--- src/rtl/hack_alu_stage.sv ---
// ---------------------------------------------------------------------------
// hack_alu_stage
//
// Registered Hack ALU stage. It takes an operand pair (x, y) and the six Hack
// control bits, computes the ALU result and its flags combinationally, and
// registers them into a 2-entry output buffer (main + skid). The output side
// is a valid/ready interface. in_ready comes straight from the buffer state,
// so downstream backpressure never reaches upstream combinationally.
//
// Ports:
//   clk        rising-edge clock
//   reset      synchronous, active-high reset
//   in_valid   operand beat present
//   in_ready   stage can accept a beat this cycle (registered)
//   x, y       operands, WIDTH bits (x = D side, y = A/M side)
//   ctrl       {zx, nx, zy, ny, f, no}, ctrl[5] = zx
//   out_valid  result beat present
//   out_ready  downstream accepts the result
//   out        ALU result, WIDTH bits
//   zr, ng     result == 0, result sign bit
//   cf, vf     carry / signed overflow of the f=1 adder (only when the
//              HACK_ALU_CARRY_FLAGS_EN macro is defined)
//
// Optional feature macro: HACK_ALU_CARRY_FLAGS_EN
// ---------------------------------------------------------------------------
module hack_alu_stage #(
  parameter int WIDTH = 16
) (
  input  logic             clk,
  input  logic             reset,
  input  logic             in_valid,
  output logic             in_ready,
  input  logic [WIDTH-1:0] x,
  input  logic [WIDTH-1:0] y,
  input  logic [5:0]       ctrl,
  output logic             out_valid,
  input  logic             out_ready,
  output logic [WIDTH-1:0] out,
  output logic             zr,
  output logic             ng
`ifdef HACK_ALU_CARRY_FLAGS_EN
  ,
  output logic             cf,
  output logic             vf
`endif
);

`ifdef HACK_ALU_CARRY_FLAGS_EN
  localparam int FLAG_BITS = 4;
`else
  localparam int FLAG_BITS = 2;
`endif
  // A buffered beat is the result followed by its flags, so the flags can
  // never get out of step with the value they describe.
  localparam int PW = WIDTH + FLAG_BITS;

  // The encoding is {main_valid, skid_valid}.
  typedef enum logic [1:0] {
    EMPTY = 2'b00,
    ONE   = 2'b10,
    TWO   = 2'b11
  } state_t;

  state_t state, state_next;

  logic [PW-1:0]    main_q, skid_q, beat;
  logic             load_main_in, load_main_skid, load_skid;
  logic             accept;

  logic             zx, nx, zy, ny, f, no;
  logic [WIDTH-1:0] x1, x2, y1, y2, sum, r, res;

  assign {zx, nx, zy, ny, f, no} = ctrl;

  // Operand preparation and the ALU core. Everything up to the packed beat is
  // pure combinational logic on the input side of the stage.
  assign x1  = zx ? '0 : x;
  assign x2  = nx ? ~x1 : x1;
  assign y1  = zy ? '0 : y;
  assign y2  = ny ? ~y1 : y1;
  assign r   = f ? sum : (x2 & y2);
  assign res = no ? ~r : r;

`ifdef HACK_ALU_CARRY_FLAGS_EN
  logic [WIDTH:0] sum_full;
  logic           carry, ovf;

  // The adder is widened by one bit to expose the carry. Overflow is taken
  // on the raw sum, before the 'no' inversion: it happens when both addends
  // share a sign and the sum's sign differs from it.
  assign sum_full = {1'b0, x2} + {1'b0, y2};
  assign sum      = sum_full[WIDTH-1:0];
  assign carry    = f & sum_full[WIDTH];
  assign ovf      = f & (x2[WIDTH-1] == y2[WIDTH-1]) & (sum[WIDTH-1] != x2[WIDTH-1]);
  assign beat     = {res, (res == '0), res[WIDTH-1], carry, ovf};
`else
  assign sum  = x2 + y2;
  assign beat = {res, (res == '0), res[WIDTH-1]};
`endif

  // Handshake signals. in_ready depends only on the state register, never
  // on out_ready, which keeps the upstream path free of combinational
  // backpressure.
  assign in_ready  = (state != TWO);
  assign out_valid = (state != EMPTY);
  assign accept    = in_valid && in_ready;

  // Output data always reflects the main entry. Because main is only ever
  // written when a new beat lands there, out/zr/ng keep their last values
  // while the buffer is empty.
`ifdef HACK_ALU_CARRY_FLAGS_EN
  assign {out, zr, ng, cf, vf} = main_q;
`else
  assign {out, zr, ng} = main_q;
`endif

  // Next-state logic for the two-entry buffer. It also decides where an
  // accepted beat goes: straight into main when main is free or is being
  // drained this cycle, otherwise into skid. When the full buffer drains,
  // the skid beat moves up into main to preserve ordering.
  always_comb begin
    state_next     = state;
    load_main_in   = 1'b0;
    load_main_skid = 1'b0;
    load_skid      = 1'b0;
    case (state)
      EMPTY: begin
        if (accept) begin
          state_next   = ONE;
          load_main_in = 1'b1;
        end
      end
      ONE: begin
        if (accept && out_ready) begin
          state_next   = ONE;
          load_main_in = 1'b1;
        end else if (accept) begin
          state_next = TWO;
          load_skid  = 1'b1;
        end else if (out_ready) begin
          state_next = EMPTY;
        end
      end
      TWO: begin
        if (out_ready) begin
          state_next     = ONE;
          load_main_skid = 1'b1;
        end
      end
      default: begin
        state_next = EMPTY;
      end
    endcase
  end

  // State and buffer registers. Reset drops every buffered beat and clears
  // the visible result and flags to zero.
  always_ff @(posedge clk) begin
    if (reset) begin
      state  <= EMPTY;
      main_q <= '0;
      skid_q <= '0;
    end else begin
      state <= state_next;
      if (load_main_in) begin
        main_q <= beat;
      end else if (load_main_skid) begin
        main_q <= skid_q;
      end
      if (load_skid) begin
        skid_q <= beat;
      end
    end
  end

endmodule

--- config.mk ---
export PLATFORM = sky130hd
export DESIGN_NAME = hack_alu_stage
export DESIGN_NICKNAME = d
export VERILOG_FILES = /design/src/rtl/hack_alu_stage.sv
export SDC_FILE = /design/constraint.sdc
export NUM_CORES = 1
export LEC_CHECK = 0
export CORE_MARGIN = 3
export CORE_UTILIZATION = 45
export CTS_CLUSTER_DIAMETER = 40
export DETAILED_ROUTE_END_ITERATION = 10
export PLACE_DENSITY = 0.72
export SKIP_CTS_REPAIR_TIMING = 1
export SLEW_MARGIN = 10
export SYNTH_ARGS = -nofsm -noshare
export SYNTH_HDL_FRONTEND = slang
export SYNTH_SLANG_ARGS = --single-unit
--- constraint.sdc ---
create_clock -name clk -period 4.2 [get_ports clk]
set_input_delay 0.84 -clock clk [delete_from_list [all_inputs] [get_ports clk]]
set_output_delay 0.84 -clock clk [all_outputs]
set_load 0.02 [all_outputs]
# Yosys cells after proc, flatten, opt, wreduce, memory -nomap -nowiden
# Cells that the tools add are included.
# totals
input_bits	42
regBits	38
# classes
n_reduce_logical	7
bitwise_logic	4
eq_ne	6
n_mux	21
n_addsub	1
# op_table
cell	n
16-bit 2-to-1 mux	6
16-bit NOT	3
18-bit 2-to-1 mux	2
16-bit adder	1
16-bit AND	1
16-bit logical NOT	1
2-bit 2-to-1 mux	5
1-bit 2-to-1 mux	6
2-bit != test, second input constant	3
2-bit one-hot mux with 3 select lines	1
2-bit == test, second input constant	2
4-bit != test, second input constant	1
2-bit nonzero test	2
3-bit AND reduction	1
1-bit logical AND	2
2-bit logical NOT	1
1-bit one-hot mux with 2 select lines	1

# Logic depth before layout (Yosys ltp)
# Gate-level depths: netlist of the first run.
# depth
ltp_word	9
depth_mapped	13
depth_no_buf	12

# Worst setup path before layout of the first run
# No wires, ideal clock.
# synth_timing
path_type	input -> register
start	input port ctrl[2]
end	register skid_q[1]
stages	13
slack_ps	14
n_path_buf	2
arrival_time_ps	4117
t_required_ps	4131
path_cell_list	clkbuf_1 -> clkbuf_1 -> xnor2_1 -> ha_1 -> fa_1 -> a211oi_2 -> o211ai_1 -> a31o_1 -> a2111o_1 -> or3_1 -> a21oi_1 -> nand4_1 -> o21ai_1
# synth_between
elab_chain_len	6
# synth_rtl
item	line_no	source
start, declared	35	input logic [5:0] ctrl,
16-bit 2-to-1 mux (*)	80	assign y2 = ny ? ~y1 : y1;
16-bit adder / 16-bit AND (equally long branches)	97, 81	
16-bit 2-to-1 mux (*)	81	assign r = f ? sum : (x2 & y2);
16-bit NOT	82	assign res = no ? ~r : r;
16-bit 2-to-1 mux (*)	82	
16-bit logical NOT (*)	98	assign beat = {res, (res == '0), res[WIDTH-1]};
end signal, assigned	171	skid_q <= beat;
end, declared	66	logic [PW-1:0] main_q, skid_q, beat;
# Every way passes the cells marked *; elsewhere a longest branch is shown, timed or not.
# A chain may end at the register's enable or synchronous reset.

# Worst setup path in the final report of the first run
# layout_timing
start	input port ctrl[3]
end	register skid_q[1]
# layout_between
elab_chain_len	8
# layout_rtl
item	line_no	source
16-bit 2-to-1 mux (*)	79	assign y1 = zy ? '0 : y;
16-bit NOT	80	
16-bit 2-to-1 mux (*)	80	
16-bit adder / 16-bit AND (equally long branches)	97, 81	
16-bit 2-to-1 mux (*)	81	
16-bit NOT	82	
16-bit 2-to-1 mux (*)	82	
16-bit logical NOT (*)	98	
# Marks and branches as above.

==> results of run 1 <==
## metal layers
metal	routed length [um]	vias up	share of wire (%)	global-route usage, %
met5	0	-	0	0
met4	76	0	0.90	4.332
met3	435	7	5.1	2.324
met2	4107	103	48	34.77
met1	3865	1539	46	25.85
li1	-	1738	-	-
## cell usage in the layout (no fill, tap or decap), types with 3 or more instances in the layout
cell                               n
sky130_fd_sc_hd__nand2_1          46
sky130_fd_sc_hd__and3_1            8
sky130_fd_sc_hd__nand4_1           4
sky130_fd_sc_hd__o21ai_1           3
sky130_fd_sc_hd__a31oi_1           3
sky130_fd_sc_hd__a211oi_1         16
sky130_fd_sc_hd__xnor2_1          45
sky130_fd_sc_hd__inv_1            13
sky130_fd_sc_hd__clkbuf_8          6
sky130_fd_sc_hd__ha_1             20
sky130_fd_sc_hd__nand2b_1         36
sky130_fd_sc_hd__o2111ai_1         4
sky130_fd_sc_hd__mux2i_1           6
sky130_fd_sc_hd__or3_1             8
sky130_fd_sc_hd__a21oi_1          33
sky130_fd_sc_hd__a211oi_2          4
sky130_fd_sc_hd__nor3_1            5
sky130_fd_sc_hd__o21ai_0           9
sky130_fd_sc_hd__nor2_1           37
sky130_fd_sc_hd__a21o_1            3
sky130_fd_sc_hd__dfxtp_1          36
sky130_fd_sc_hd__nand3_1          16
sky130_fd_sc_hd__o211ai_1          4
sky130_fd_sc_hd__buf_4            18
sky130_fd_sc_hd__clkdlybuf4s50_1  61
sky130_fd_sc_hd__a311oi_1         12
sky130_fd_sc_hd__o2bb2ai_1         3
sky130_fd_sc_hd__a31o_1            3
sky130_fd_sc_hd__and2_1            7
## final timing paths
check	start	to
max reg2reg	state[1]$_SDFFE_PP0P_	main_q[0]$_SDFFE_PP0P_
min	skid_q[16]$_SDFFE_PP0P_	skid_q[16]$_SDFFE_PP0P_
min reg2reg	skid_q[16]$_SDFFE_PP0P_	skid_q[16]$_SDFFE_PP0P_
max	ctrl[3]	skid_q[1]$_SDFFE_PP0P_
## sequential cells by signal (all words and copies together), names as in the netlist
| register | flops |
|---|---|
| main_q | 17 |
| skid_q | 17 |
| state | 2 |
## kinds of logic after synthesis
group           after synthesis  synth area share [%]
simple gates                187                 28.18
compound gates              115                 24.32
xor+xnor                     46                 11.62
buf+inv                      41                 5.557
flops                        36                 20.79
fa+ha+maj                    21                 7.795
mux                           6                 1.732
## through the flow
| stage | util (%) | worst slack (ns) | power [W] | cells | hold WS [ns] |
|---|---|---|---|---|---|
| after CTS | 58.39 | 0.2902 | 0.001405 | 611 | 0.4562 |
| after floorplan | - | 0.01427 | 0.0009229 | 452 | 0.4366 |
| after detailed placement | 57.16 | 0.006373 | 0.001153 | 603 | 0.4465 |
| final | 58.39 | 0.2847 | 0.001402 | 611 | 0.4577 |
| after global routing | 58.39 | 0.07238 | 0.001506 | 611 | 0.4762 |
| after global placement | 57.16 | 0.03905 | 0.001137 | 603 | 0.4420 |
## layout make-up
cell class                 count  area [um^2]  area share, %
multi-input combinational    375         2554          59.35
timing repair buffer          80        765.7          17.80
sequential                    36        720.7          16.75
tap                           99        123.9          2.879
clock buffer                   8        90.09          2.094
inverter                      13        48.80          1.134
## worst min-delay path, delay by kind of cell (launching register included)
| kind | cells | cell delay [ns] |
|---|---|---|
| AOI/OAI and AO/OA | 1 | 0.05 |
| and+or+nand+nor | 1 | 0.05 |
| DFF | 1 | 0.31 |
## report_power, final
part | leakage [nW] | internal [W] | switching (W) | total, W
combinational | 1.24 | 0.000339 | 0.000409 | 0.000749
clock | 0.0455 | 0.000134 | 0.000117 | 0.000251
sequential | 0.295 | 0.000382 | 0.0000209 | 0.000402
total | 1.58 | 0.000855 | 0.000547 | 0.00140
==> results_dict.tcl, run 1 <==
set metrics [dict create \
    synth_top_cells_by_area "sky130_fd_sc_hd__dfxtp_1, sky130_fd_sc_hd__xnor2_1, sky130_fd_sc_hd__ha_1" \
    cellLeakagePower_nw 1.582 \
    cts_tree "done" \
    detail_route.drc_violations 0 \
    syn-num-nets 515 \
    pin_count_of_the_biggest_net_entering_global_routing 37 \
    rsz_0062_raised_after_global_routing "false" \
    critical_path.cell_chain "clkdlybuf4s50_1 -> nand2b_1 -> xnor2_1 -> ha_1 -> fa_1 -> a211oi_2 -> o211ai_1 -> a31o_1 -> a2111o_1 -> or3_1 -> a21oi_1 -> nand4_1 -> o21ai_1" \
    synth_enable_flop_cells 0 \
    floorplan.die.width_um 93.78 \
    max_cap_violations 0 \
    mappedNetlistArea_um2 3467 \
    worst-path-stages 13 \
    synth.avg_cell_area_um2 7.671 \
    worst_setup_path_end_kind "register" \
    synth.top_cells.by_count "sky130_fd_sc_hd__nand2_1, sky130_fd_sc_hd__xnor2_1, sky130_fd_sc_hd__nor2_1" \
    timing.final.setup_violations 0 \
    critPathMaxStageDelay_ns 0.46 \
    initial_core_util_pct 47.05 \
    synth_sequential_area_ratio_pct 20.79 \
    clk-insertion-delay-late_ns 0.29 \
    cts_max_level 2 \
    drtPass1Iterations 5 \
    clk_path_buf_depth 2 \
    netlist.area_leader.share_pct 20.79 \
    fillCellCount 687 \
    ff2ff_path_depth 5 \
    dr_total_vias 3387 \
    ir_drop_mv 0.1111 \
    globalRouteOverflowTotal 0 \
    synthesis_stage_register_bit_count 36 \
    run_status "finished, final reports clean" \
    final_wl_um 8486 \
    worst-endpoint-required_ns 4.40 \
    antenna_cells_inserted 0 \
    synth-warning-count 0 \
    clock-sinks 36 \
    post-route-period-util_pct 93.22 \
    wl_cell_um 13.89 \
    synth_cell_type_count 64 \
    die_outline_height_um 93.78 \
    area_growth_from_synthesis_to_layout_pct 24.11 \
    gp_congestion 0.8358 \
    cp_data_arrival_time_ns 4.12 \
    grt_first_pass_wirelength_um 14670 \
    place.port_buffers 61 \
    setup_total_negative_slack_ns 0 \
    avgViaCountPerCell 5.543 \
    layout-drive-gt1-share_pct 7.617 \
    grt_usage_pct 19.80 \
    critPathBufInv 1 \
    cell_count_of_the_worst_hold_path 2 \
    root_buffer "sky130_fd_sc_hd__clkbuf_8" \
    critPathTopFamily "compound AO/OA/AOI/OAI gates" \
    number_of_antenna_violations_at_the_first_check_in_global_routing 0 \
    timing.reg2reg.setup_slack_ns 1.86 \
    synth_flop_cell "sky130_fd_sc_hd__dfxtp_1" \
    cts-buffers-inserted 5 \
    hold_violations 0 \
    period_needed_ns 3.915 \
    power_density_nw_per_um2 325.8 \
    final_design_area_no_fill_um2 4303 \
    first_iter_violations 199 \
    layout.nets 574 \
    num_rows 31 \
    critical-path-slowest-cell "sky130_fd_sc_hd__clkdlybuf4s50_1" \
    floorplan_core_area_um2 7370 \
    design.portCount 62 \
    max_slew.worst_pin.slew_ns 0.8253 \
    crit_path_max_fanout 4 \
    detailed_place_hpwl_um 6629 \
    asyncSetResetFlopFracSynth_pct 0 \
    startpoint_type "primary input" \
    total_die_area_um2 8794 \
    synthMostInstantiatedCell "sky130_fd_sc_hd__nand2_1" \
    fin_skew_ns 0.004638 \
    area_after_detailed_placement_um2 4213 \
    path_clk_slew_ns 0.06 \
    yosys.area.top_type "sky130_fd_sc_hd__dfxtp_1" \
    fmax_mhz 255.4 \
    postRouteAntennaNets 0 \
    slew_headroom_pct 44.81 \
    critical_path_class "primary input to register" \
    min_path_type "register to register" \
    finalMaxSlewViolations 0 \
    vias_in_the_first_global_route 3248 \
    synthCells 452 \
]
Note: power is estimated with default switching activity, not from simulation.
==> run 2: changes to the inputs <==
PLACE_DENSITY = 0.69   (was 0.72)
SLEW_MARGIN = 20   (was 10)
clock period = 4.5 ns   (was 4.2 ns; I/O delays follow)
==> run 2 against run 1 <==
Against the previous run:
- via count decreased by 2.4%
- worst setup slack improved by 0.068 ns
- first-iteration DRC count is 29% lower
- clock skew hardly changed
- register-to-register slack better by 0.32 ns
- largest power group unchanged
- count of clock-buffer cells in the layout fell by 1
==> results_dict.tcl, run 2 (synthesis results as in run 1) <==
set metrics [dict create \
    detailed_place_hpwl_um 6338 \
    run_status "finished, final reports clean" \
    power.combinational.fraction_pct 52.0 \
    cellLeakagePower_nw 1.544 \
    antenna_cells_inserted 0 \
    layout.nets 566 \
    min_path_type "register to register" \
    num_rows 31 \
    switching_share_pct 38.82 \
    die_outline_height_um 93.78 \
    floorplan.die.width_um 93.78 \
    max_slew.worst_pin.slew_ns 0.8485 \
    setup_total_negative_slack_ns 0 \
    layout_top_registers "main_q: 17 flops, skid_q: 17 flops, state: 2 flops" \
    floorplan_core_area_um2 7370 \
    ir_drop_mv 0.1095 \
    net-switching-power_w 0.0005030 \
    final_core_util_pct 57.49 \
    slew_headroom_pct 43.27 \
    finalMaxSlewViolations 0 \
    post-route-period-util_pct 92.16 \
    fin_skew_ns 0.004321 \
    startpoint_type "primary input" \
    power_density_nw_per_um2 305.8 \
    drtPass1Iterations 4 \
    root_buffer "sky130_fd_sc_hd__clkbuf_8" \
    clk_path_buf_depth 2 \
    vias_in_the_first_global_route 3015 \
    hold_slack_ns 0.4549 \
    wl_cell_um 13.51 \
    p_seq_share_pct 29.0 \
    fillCellCount 732 \
    path_clk_slew_ns 0.06 \
    clk-insertion-delay-late_ns 0.28 \
    clock-sinks 36 \
    timing.critical_path.from "ctrl[3]" \
    fmax_mhz 241.1 \
    initial_core_util_pct 47.05 \
    cts_tree "done" \
    period_needed_ns 4.147 \
    grt_usage_pct 18.79 \
    critical_path_class "primary input to register" \
    timing.final.setup_violations 0 \
    dr_total_vias 3305 \
    reg2reg_from "state[0]$_SDFFE_PP0P_" \
    max_cap_violations 0 \
    cts_max_level 2 \
    place.port_buffers 61 \
    layout-drive-gt1-share_pct 6.362 \
    cp_data_arrival_time_ns 4.34 \
    cts-buffers-inserted 5 \
    final_wl_um 8136 \
    min_from "skid_q[12]$_SDFFE_PP0P_" \
    globalRouteOverflowTotal 0 \
    intPower_w 0.0007927 \
    design.portCount 62 \
    final_common_cell "sky130_fd_sc_hd__clkdlybuf4s50_1" \
    multi_input_area_um2 2554 \
    most-common-layout-cells "sky130_fd_sc_hd__clkdlybuf4s50_1, sky130_fd_sc_hd__nand2_1, sky130_fd_sc_hd__xnor2_1, sky130_fd_sc_hd__nor2_1" \
    seq_area_um2 720.7 \
    area_growth_from_synthesis_to_layout_pct 22.19 \
    worst-endpoint-required_ns 4.69 \
    crit_path_max_fanout 6 \
    detail_route.drc_violations 0 \
    number_of_antenna_violations_at_the_first_check_in_global_routing 0 \
    postRouteAntennaNets 0 \
    first_iter_violations 141 \
    part_of_the_power_in_the_clock_network_pct 18.9 \
    total_die_area_um2 8794 \
    avgViaCountPerCell 5.490 \
    gp_congestion 0.8751 \
    pin_count_of_the_biggest_net_entering_global_routing 38 \
    worst_setup_path_end_kind "register" \
    grt_first_pass_wirelength_um 13900 \
    rsz_0062_raised_after_global_routing "false" \
    hold_violations 0 \
]
[run 2: final timing paths]
path	endpoint	slack, ns	depth (start not counted)
worst max-delay path	skid_q[1]$_SDFFE_PP0P_	0.35	13
worst min-delay path	skid_q[12]$_SDFFE_PP0P_	0.45	2
worst max register to register	main_q[16]$_SDFFE_PP0P_	2.18	5
worst min register to register	skid_q[12]$_SDFFE_PP0P_	0.45	2
[run 2: metal layers]
metal | share of wire [%] | global-route usage (%) | up-vias
met2 | 47 | 31.76 | 84
met3 | 4.3 | 1.763 | 5
li1 | - | - | 1721
met1 | 47 | 25.73 | 1495
met5 | 0 | 0 | -
met4 | 0.93 | 4.332 | 0
[run 2: metrics by stage]
| step | total power (W) | instances | worst slack, ns | cell area, um^2 |
|---|---|---|---|---|
| 2_1_floorplan | 0.0008614 | 452 | 0.2543 | 3467 |
| 3_3_place_gp | 0.001043 | 595 | 0.1739 | 4140 |
| 3_5_place_dp | 0.001054 | 595 | 0.06671 | 4140 |
| 4_1_cts | 0.001299 | 602 | 0.3452 | 4237 |
| 5_1_grt | 0.001397 | 602 | 0.09777 | 4237 |
| 6_report | 0.001296 | 602 | 0.3530 | 4237 |
[run 2: area by class of cell]
class	count	area share, %
multi-input combinational	375	60.28
timing repair buffer	72	16.36
sequential	36	17.01
inverter	13	1.152
clock buffer	7	2.274
tap	99	2.924
[run 2: critical path: stages]
cell and delay, ns:
sky130_fd_sc_hd__clkdlybuf4s50_1 0.47, sky130_fd_sc_hd__nand2b_1 0.19, sky130_fd_sc_hd__xnor2_1 0.13, sky130_fd_sc_hd__ha_1 0.24, sky130_fd_sc_hd__fa_1 0.45, sky130_fd_sc_hd__a211oi_2 0.33, sky130_fd_sc_hd__o211ai_1 0.18, sky130_fd_sc_hd__a31o_1 0.23
sky130_fd_sc_hd__a2111o_1 0.37, sky130_fd_sc_hd__or3_1 0.38, sky130_fd_sc_hd__a21oi_1 0.16, sky130_fd_sc_hd__nand4_1 0.13, sky130_fd_sc_hd__o21ai_1 0.16
[run 2: power by group through the flow]
stage | Clock [W] | Combinational, W | Sequential, W
after global placement | 0 | 0.000661 | 0.000383
after CTS | 0.000249 | 0.000673 | 0.000377
after global routing | 0.000267 | 0.000748 | 0.000381
after detailed placement | 0 | 0.000670 | 0.000384
final | 0.000245 | 0.000674 | 0.000376
after floorplan | 0 | 0.000451 | 0.000411
